==> src/rtl/fpu_issue_ctrl_pkg.sv <==
// fpu_issue_ctrl_pkg: FPU command control and status types shared by the issue controller and its reorder slots
package fpu_issue_ctrl_pkg;
  typedef enum logic [3:0] {
    FMADD, FNMSUB, ADD, MUL, DIV, SQRT, SGNJ, MINMAX, CMP, CLASSIFY, F2F, F2I, I2F, CPKAB, CPKCD
  } operation_e;
  typedef enum logic [2:0] {RNE, RTZ, RDN, RUP, RMM, DYN = 3'b111} roundmode_e;
  typedef enum logic [2:0] {FP32, FP64, FP16, FP8, FP16ALT} fp_format_e;
  typedef enum logic [1:0] {INT8, INT16, INT32, INT64} int_format_e;
  typedef struct packed {
    logic nv;
    logic dz;
    logic of;
    logic uf;
    logic nx;
  } status_t;
  typedef status_t fpu_status_t;
  typedef struct packed {
    operation_e  op;
    logic        op_mod;
    roundmode_e  rnd_mode;
    fp_format_e  src_fmt;
    fp_format_e  dst_fmt;
    int_format_e int_fmt;
  } fpu_cmd_ctrl_t;
endpackage

==> src/rtl/fpu_issue_ctrl_rob_slots.sv <==
// fpu_rob_slots: reorder slot array holding alloc/done flags, destination register and captured result
module fpu_rob_slots
  import fpu_issue_ctrl_pkg::*;
#(
  parameter int WIDTH    = 64,
  parameter int NUM_TAGS = 4,
  localparam int IDX_W   = $clog2(NUM_TAGS)
) (
  input  logic                clk_i,
  input  logic                rst_i,
  input  logic                clear_i,
  input  logic                alloc_i,
  input  logic [IDX_W-1:0]    alloc_idx_i,
  input  logic [4:0]          alloc_rd_i,
  input  logic                cap_i,
  input  logic [IDX_W-1:0]    cap_idx_i,
  input  logic [WIDTH-1:0]    cap_result_i,
  input  fpu_status_t         cap_status_i,
  input  logic                ret_i,
  input  logic [IDX_W-1:0]    head_idx_i,
  output logic [NUM_TAGS-1:0] alloc_o,
  output logic [NUM_TAGS-1:0] done_o,
  output logic [4:0]          head_rd_o,
  output logic [WIDTH-1:0]    head_result_o,
  output fpu_status_t         head_status_o
);
  logic [4:0]       rd_q  [NUM_TAGS];
  logic [WIDTH-1:0] res_q [NUM_TAGS];
  fpu_status_t      st_q  [NUM_TAGS];
  // Caller guarantees alloc, capture and retire target distinct slots in one cycle
  always_ff @(posedge clk_i) begin
    if (rst_i || clear_i) begin
      alloc_o <= '0;
      done_o  <= '0;
    end else begin
      if (alloc_i) begin
        alloc_o[alloc_idx_i] <= 1'b1;
        done_o[alloc_idx_i]  <= 1'b0;
      end
      if (cap_i) done_o[cap_idx_i] <= 1'b1;
      if (ret_i) begin
        alloc_o[head_idx_i] <= 1'b0;
        done_o[head_idx_i]  <= 1'b0;
      end
    end
  end
  always_ff @(posedge clk_i) begin
    if (alloc_i) rd_q[alloc_idx_i] <= alloc_rd_i;
    if (cap_i) begin
      res_q[cap_idx_i] <= cap_result_i;
      st_q[cap_idx_i]  <= cap_status_i;
    end
  end
  assign head_rd_o     = rd_q[head_idx_i];
  assign head_result_o = res_q[head_idx_i];
  assign head_status_o = st_q[head_idx_i];
endmodule

==> src/rtl/fpu_issue_ctrl.sv <==
// fpu_issue_ctrl: tags FP commands with epoch/slot, issues them to the FPU and retires results in program order
module fpu_issue_ctrl
  import fpu_issue_ctrl_pkg::*;
#(
  parameter int WIDTH    = 64,
  parameter int NUM_TAGS = 4,
  localparam int IDX_W   = $clog2(NUM_TAGS),
  localparam int TAG_W   = IDX_W + 1
) (
  input  logic                  clk_i,
  input  logic                  rst_i,
  input  logic                  flush_i,
  input  logic                  cmd_valid_i,
  output logic                  cmd_ready_o,
  input  logic [2:0][WIDTH-1:0] cmd_operands_i,
  input  fpu_cmd_ctrl_t         cmd_ctrl_i,
  input  logic [4:0]            cmd_rd_i,
  output logic                  fpu_in_valid_o,
  input  logic                  fpu_in_ready_i,
  output logic [2:0][WIDTH-1:0] fpu_operands_o,
  output fpu_cmd_ctrl_t         fpu_ctrl_o,
  output logic [TAG_W-1:0]      fpu_tag_o,
  output logic                  fpu_flush_o,
  input  logic                  fpu_out_valid_i,
  output logic                  fpu_out_ready_o,
  input  logic [WIDTH-1:0]      fpu_result_i,
  input  fpu_status_t           fpu_status_i,
  input  logic [TAG_W-1:0]      fpu_tag_i,
  output logic                  wb_valid_o,
  input  logic                  wb_ready_i,
  output logic [WIDTH-1:0]      wb_result_o,
  output fpu_status_t           wb_status_o,
  output logic [4:0]            wb_rd_o,
  output logic                  busy_o,
  output logic                  stale_drop_o,
  output logic                  err_o
);
  logic [IDX_W-1:0]    head_q, tail_q;
  logic [TAG_W-1:0]    count_q;
  logic                epoch_q;
  logic [NUM_TAGS-1:0] alloc, done;
  logic                full, issue, retire, same_ep, cap_ok, cap;
  logic [IDX_W-1:0]    cap_idx;
  assign full            = count_q == TAG_W'(NUM_TAGS);
  assign fpu_in_valid_o  = cmd_valid_i & ~full & ~flush_i & ~rst_i;
  assign issue           = fpu_in_valid_o & fpu_in_ready_i;
  assign cmd_ready_o     = issue;
  assign fpu_operands_o  = cmd_operands_i;
  assign fpu_ctrl_o      = cmd_ctrl_i;
  assign fpu_tag_o       = {epoch_q, tail_q};
  assign fpu_flush_o     = flush_i;
  assign fpu_out_ready_o = 1'b1;
  assign cap_idx         = fpu_tag_i[IDX_W-1:0];
  assign same_ep         = fpu_tag_i[IDX_W] == epoch_q;
  assign cap_ok          = alloc[cap_idx] & ~done[cap_idx];
  assign cap             = fpu_out_valid_i & same_ep & cap_ok & ~flush_i & ~rst_i;
  assign stale_drop_o    = fpu_out_valid_i & ~same_ep & ~rst_i;
  assign err_o           = fpu_out_valid_i & same_ep & ~cap_ok & ~rst_i;
  assign wb_valid_o      = done[head_q] & ~flush_i & ~rst_i;
  assign retire          = wb_valid_o & wb_ready_i;
  assign busy_o          = (count_q != '0) & ~rst_i;
  // Flush toggles the epoch so results still in the FPU pipe are recognised as stale
  always_ff @(posedge clk_i) begin
    if (rst_i) begin
      head_q  <= '0;
      tail_q  <= '0;
      count_q <= '0;
      epoch_q <= 1'b0;
    end else if (flush_i) begin
      head_q  <= '0;
      tail_q  <= '0;
      count_q <= '0;
      epoch_q <= ~epoch_q;
    end else begin
      head_q  <= head_q + IDX_W'(retire);
      tail_q  <= tail_q + IDX_W'(issue);
      count_q <= count_q + TAG_W'(issue) - TAG_W'(retire);
    end
  end
  fpu_rob_slots #(.WIDTH(WIDTH), .NUM_TAGS(NUM_TAGS)) u_slots (
    .clk_i        (clk_i),
    .rst_i        (rst_i),
    .clear_i      (flush_i),
    .alloc_i      (issue),
    .alloc_idx_i  (tail_q),
    .alloc_rd_i   (cmd_rd_i),
    .cap_i        (cap),
    .cap_idx_i    (cap_idx),
    .cap_result_i (fpu_result_i),
    .cap_status_i (fpu_status_i),
    .ret_i        (retire),
    .head_idx_i   (head_q),
    .alloc_o      (alloc),
    .done_o       (done),
    .head_rd_o    (wb_rd_o),
    .head_result_o(wb_result_o),
    .head_status_o(wb_status_o)
  );
endmodule

==> config.mk <==
export PLATFORM = sky130hd
export DESIGN_NAME = fpu_issue_ctrl
export DESIGN_NICKNAME = d
export VERILOG_FILES = /design/src/rtl/fpu_issue_ctrl_pkg.sv /design/src/rtl/fpu_issue_ctrl_rob_slots.sv /design/src/rtl/fpu_issue_ctrl.sv
export SDC_FILE = /design/constraint.sdc
export NUM_CORES = 1
export LEC_CHECK = 0
export CORE_AREA = 2 2 227 229
export DETAILED_ROUTE_END_ITERATION = 16
export DIE_AREA = 0 0 229 231
export DONT_BUFFER_PORTS = 1
export PLACE_DENSITY = 0.43
export SLEW_MARGIN = 40
export SYNTH_ARGS = -nofsm -noshare
export SYNTH_HDL_FRONTEND = slang
export SYNTH_SLANG_ARGS = --single-unit
==> constraint.sdc <==
create_clock -name clk_i -period 5.7 [get_ports clk_i]
set_input_delay 0.855 -clock clk_i [delete_from_list [all_inputs] [get_ports clk_i]]
set_output_delay 0.855 -clock clk_i [all_outputs]
set_load 0.02 [all_outputs]
==> flow_summary.ini <==
[logic_synthesis]
synth_edf_count = 296
yosys.cell_types.count = 40
synth_most_common_cell = edfxtp_1
syn-cell-area_sq_um = 13200
synth.top_cell.area_share_pct = 67.5
syn_area_per_cell_sq_um = 19.0
yosys.area_share.xor_xnor_pct = 0.399
synth_top_family_by_area = buffers and inverters
async_reset_ff_share_pct = 0
synth_mux_area_share_pct = 12.8
synth_top_area_cell = edfxtp_1
synth_flop_cell = edfxtp_1
yosys.area_share.simple_pct = 2.28
yosys-top-cells-count = edfxtp_1 (296), buf_4 (211), mux4_2 (75)
ys.warnings.count = 0
synth_top_cells_by_area = edfxtp_1 (68%), mux4_2 (13%), buf_4 (12%), dfxtp_1 (2.4%), xnor2_1 (0.40%)
ys_ff_latch = 312
synth.net_count = 991
synth-compound-area-share_pct = 0.827
yosys.area_share.adder_pct = 0.532
netlist_instances = 694
yosysSeqAreaShare_pct = 70.0

[status]
status = complete, no violations

[worst_setup_path]
cp_data_required_time_ns = 4.85
startpoint_type = register
crit_arrival_ns = 2.76
crit_path_end_kind = primary output
path_class = reg2out
crit_slowest_cell = dfxtp_4
critPathMaxFanout = 36
slowest_delay_ns = 0.83
crit_chain = buf_4, mux4_2

[floorplan]
core-area_sq_um = 50700
num_rows = 83
fp.dieH_um = 231
initial_core_util_pct = 26.0
die_area_sq_um = 52900
dieWidth_um = 229
ioPinCount = 585

[sta]
rsz0062_at_grt = no
tightest_slew_ns = 0.786
finalClockSkew_ns = 0.0117
slew_headroom_pct = 47.6
post-route-period-util_pct = 63.4
max_freq_mhz = 277
finalHoldViolations = 0
final_max_slew_viol_count = 0
fin_hold_ws_ns = 0.344
min_period_ns = 3.61
final-setup-viol-count = 0
finalSetupTns_ns = 0

[routing]
viasPerCell = 4.44
wl_per_cell_um = 34.8
dr.first_iter.drc_count = 378
vias = 5376
antenna_left = 0
detail_route.first_pass.iterations = 4
route.detailed.drc = 0
routed_wl_um = 42100

[clocking]
ctsResizeCount = 0
cts.htree.levels = 1
cts_buffers = 31
postCtsHoldBufs = 0
cts_root_buf = clkbuf_16
cts_setup_buffers = 0
clock_path_buffers = 3
clk_pin_slew_ns = 0.07
cts.sinks = 312
clk_latency_ns = 0.58
cts_tree = built

[power_and_ir_drop]
p_per_area_nw_per_um2 = 359
total_power_mw = 4.91
peakVddDrop_mv = 0.258
leakagePower_nw = 3.97

[placed_design]
gp_congestion = 0.695
place_hpwl_um = 31300
port_buffers = 0
placed_cells = 1151

[flow_run]
maxCapViolCount = 0

[global_route]
use_met2_pct = 25.0
grt_pass1_vias = 5941
grt.busiest_layer = met2
grt_use_met3_pct = 16.2
antenna_found_initial = 0
grt_pass1_wl_um = 54800
grt-ovfl-total = 0
grtUsageTotal_pct = 15.3
grt_max_degree = 70
grtUsageMet1_pct = 11.8

[layout]
fillers = 5070
area_delta_synth_final_pct = 3.87
final_nets = 801
utilization_pct = 27.0
final_layout_size_suffix_gt1_share_pct = 28.7
finalNonFillerCells = 1210

[min_path]
hp-class = in2reg
## registers in the layout, indices dropped and copies added (netlist names)
signal,cells
u_slots.res_q,256
u_slots.rd_q,20
u_slots.st_q,20
u_slots.alloc_o,4
u_slots.done_o,4
count_q,3
head_q,2
tail_q,2
epoch_q,1
## placed cells by master, fill, tap and decap left out, types with 4 or more instances in the layout
cell type	netlist	layout
bufinv_16	0	11
edfxtp_1	296	296
buf_4	211	5
nand2_1	6	6
nor2_4	0	4
o22ai_1	4	4
mux4_2	75	75
xnor2_1	6	6
inv_1	6	6
dfxtp_1	16	14
and2_1	5	5
ha_1	4	4
clkbuf_16	0	31
nor2_1	13	9
clkinvlp_4	0	7
## worst max-delay path, delay by kind of cell, from the launching register on
kind | cells | cell delay, ns
buf+inv | 1 | 0.58
flops | 1 | 0.83
mux | 1 | 0.70
## cells by family after synthesis
group / count (synthesis)
flip-flops: 312
AO/OA/AOI/OAI: 15
other: 1
buffers and inverters: 237
adder cells (fa/ha/maj): 5
AND/OR/NAND/NOR: 43
XOR/XNOR: 6
multiplexers: 75
## power breakdown
part / internal (mW) / switching, mW / total, mW
Clock: 1.50 / 0.887 / 2.39
Sequential: 2.51 / 0.00292 / 2.51
Combinational: 0.00624 / 0.0129 / 0.0191
Total: 4.01 / 0.903 / 4.91
## stage by stage
stage / instance area (sq um) / setup WS, ns
2_1_floorplan: 13200 / 0.987
3_3_place_gp: 12400 / 2.17
3_5_place_dp: 12500 / 2.08
4_1_cts: 13700 / 1.94
5_1_grt: 13700 / 1.86
6_report: 13700 / 2.09
## path summary, 6_finish.rpt
path	depth (start not counted)	start	slack [ns]	to
min reg2reg	1	u_slots.alloc_o[2]	0.49	u_slots.alloc_o[2]
max	2	head_q[0]	2.09	wb_result_o[62]
max reg2reg	9	head_q[0]	2.65	count_q[2]
min	1	rst_i	0.34	epoch_q
## layout make-up
| class | count | area, sq um | share of cell area, % |
|---|---|---|---|
| Inverter | 6 | 22.5 | 0.165 |
| Sequential cell | 312 | 9220 | 67.4 |
| Timing Repair Buffer | 8 | 88.8 | 0.650 |
| Clock inverter | 26 | 434 | 3.18 |
| Multi-Input combinational cell | 145 | 2280 | 16.7 |
| Antenna cell | 1 | 2.50 | 0.0183 |
| Clock buffer | 32 | 779 | 5.70 |
| Tap cell | 680 | 851 | 6.22 |
## layer usage
metal / up-vias / part of all wire [%]
met2: 495 / 48
li1: 2089 / -
met5: - / 0.17
met3: 95 / 22
met1: 2695 / 26
met4: 2 / 3.3
No activity file was read; power rests on OpenSTA's default activity.
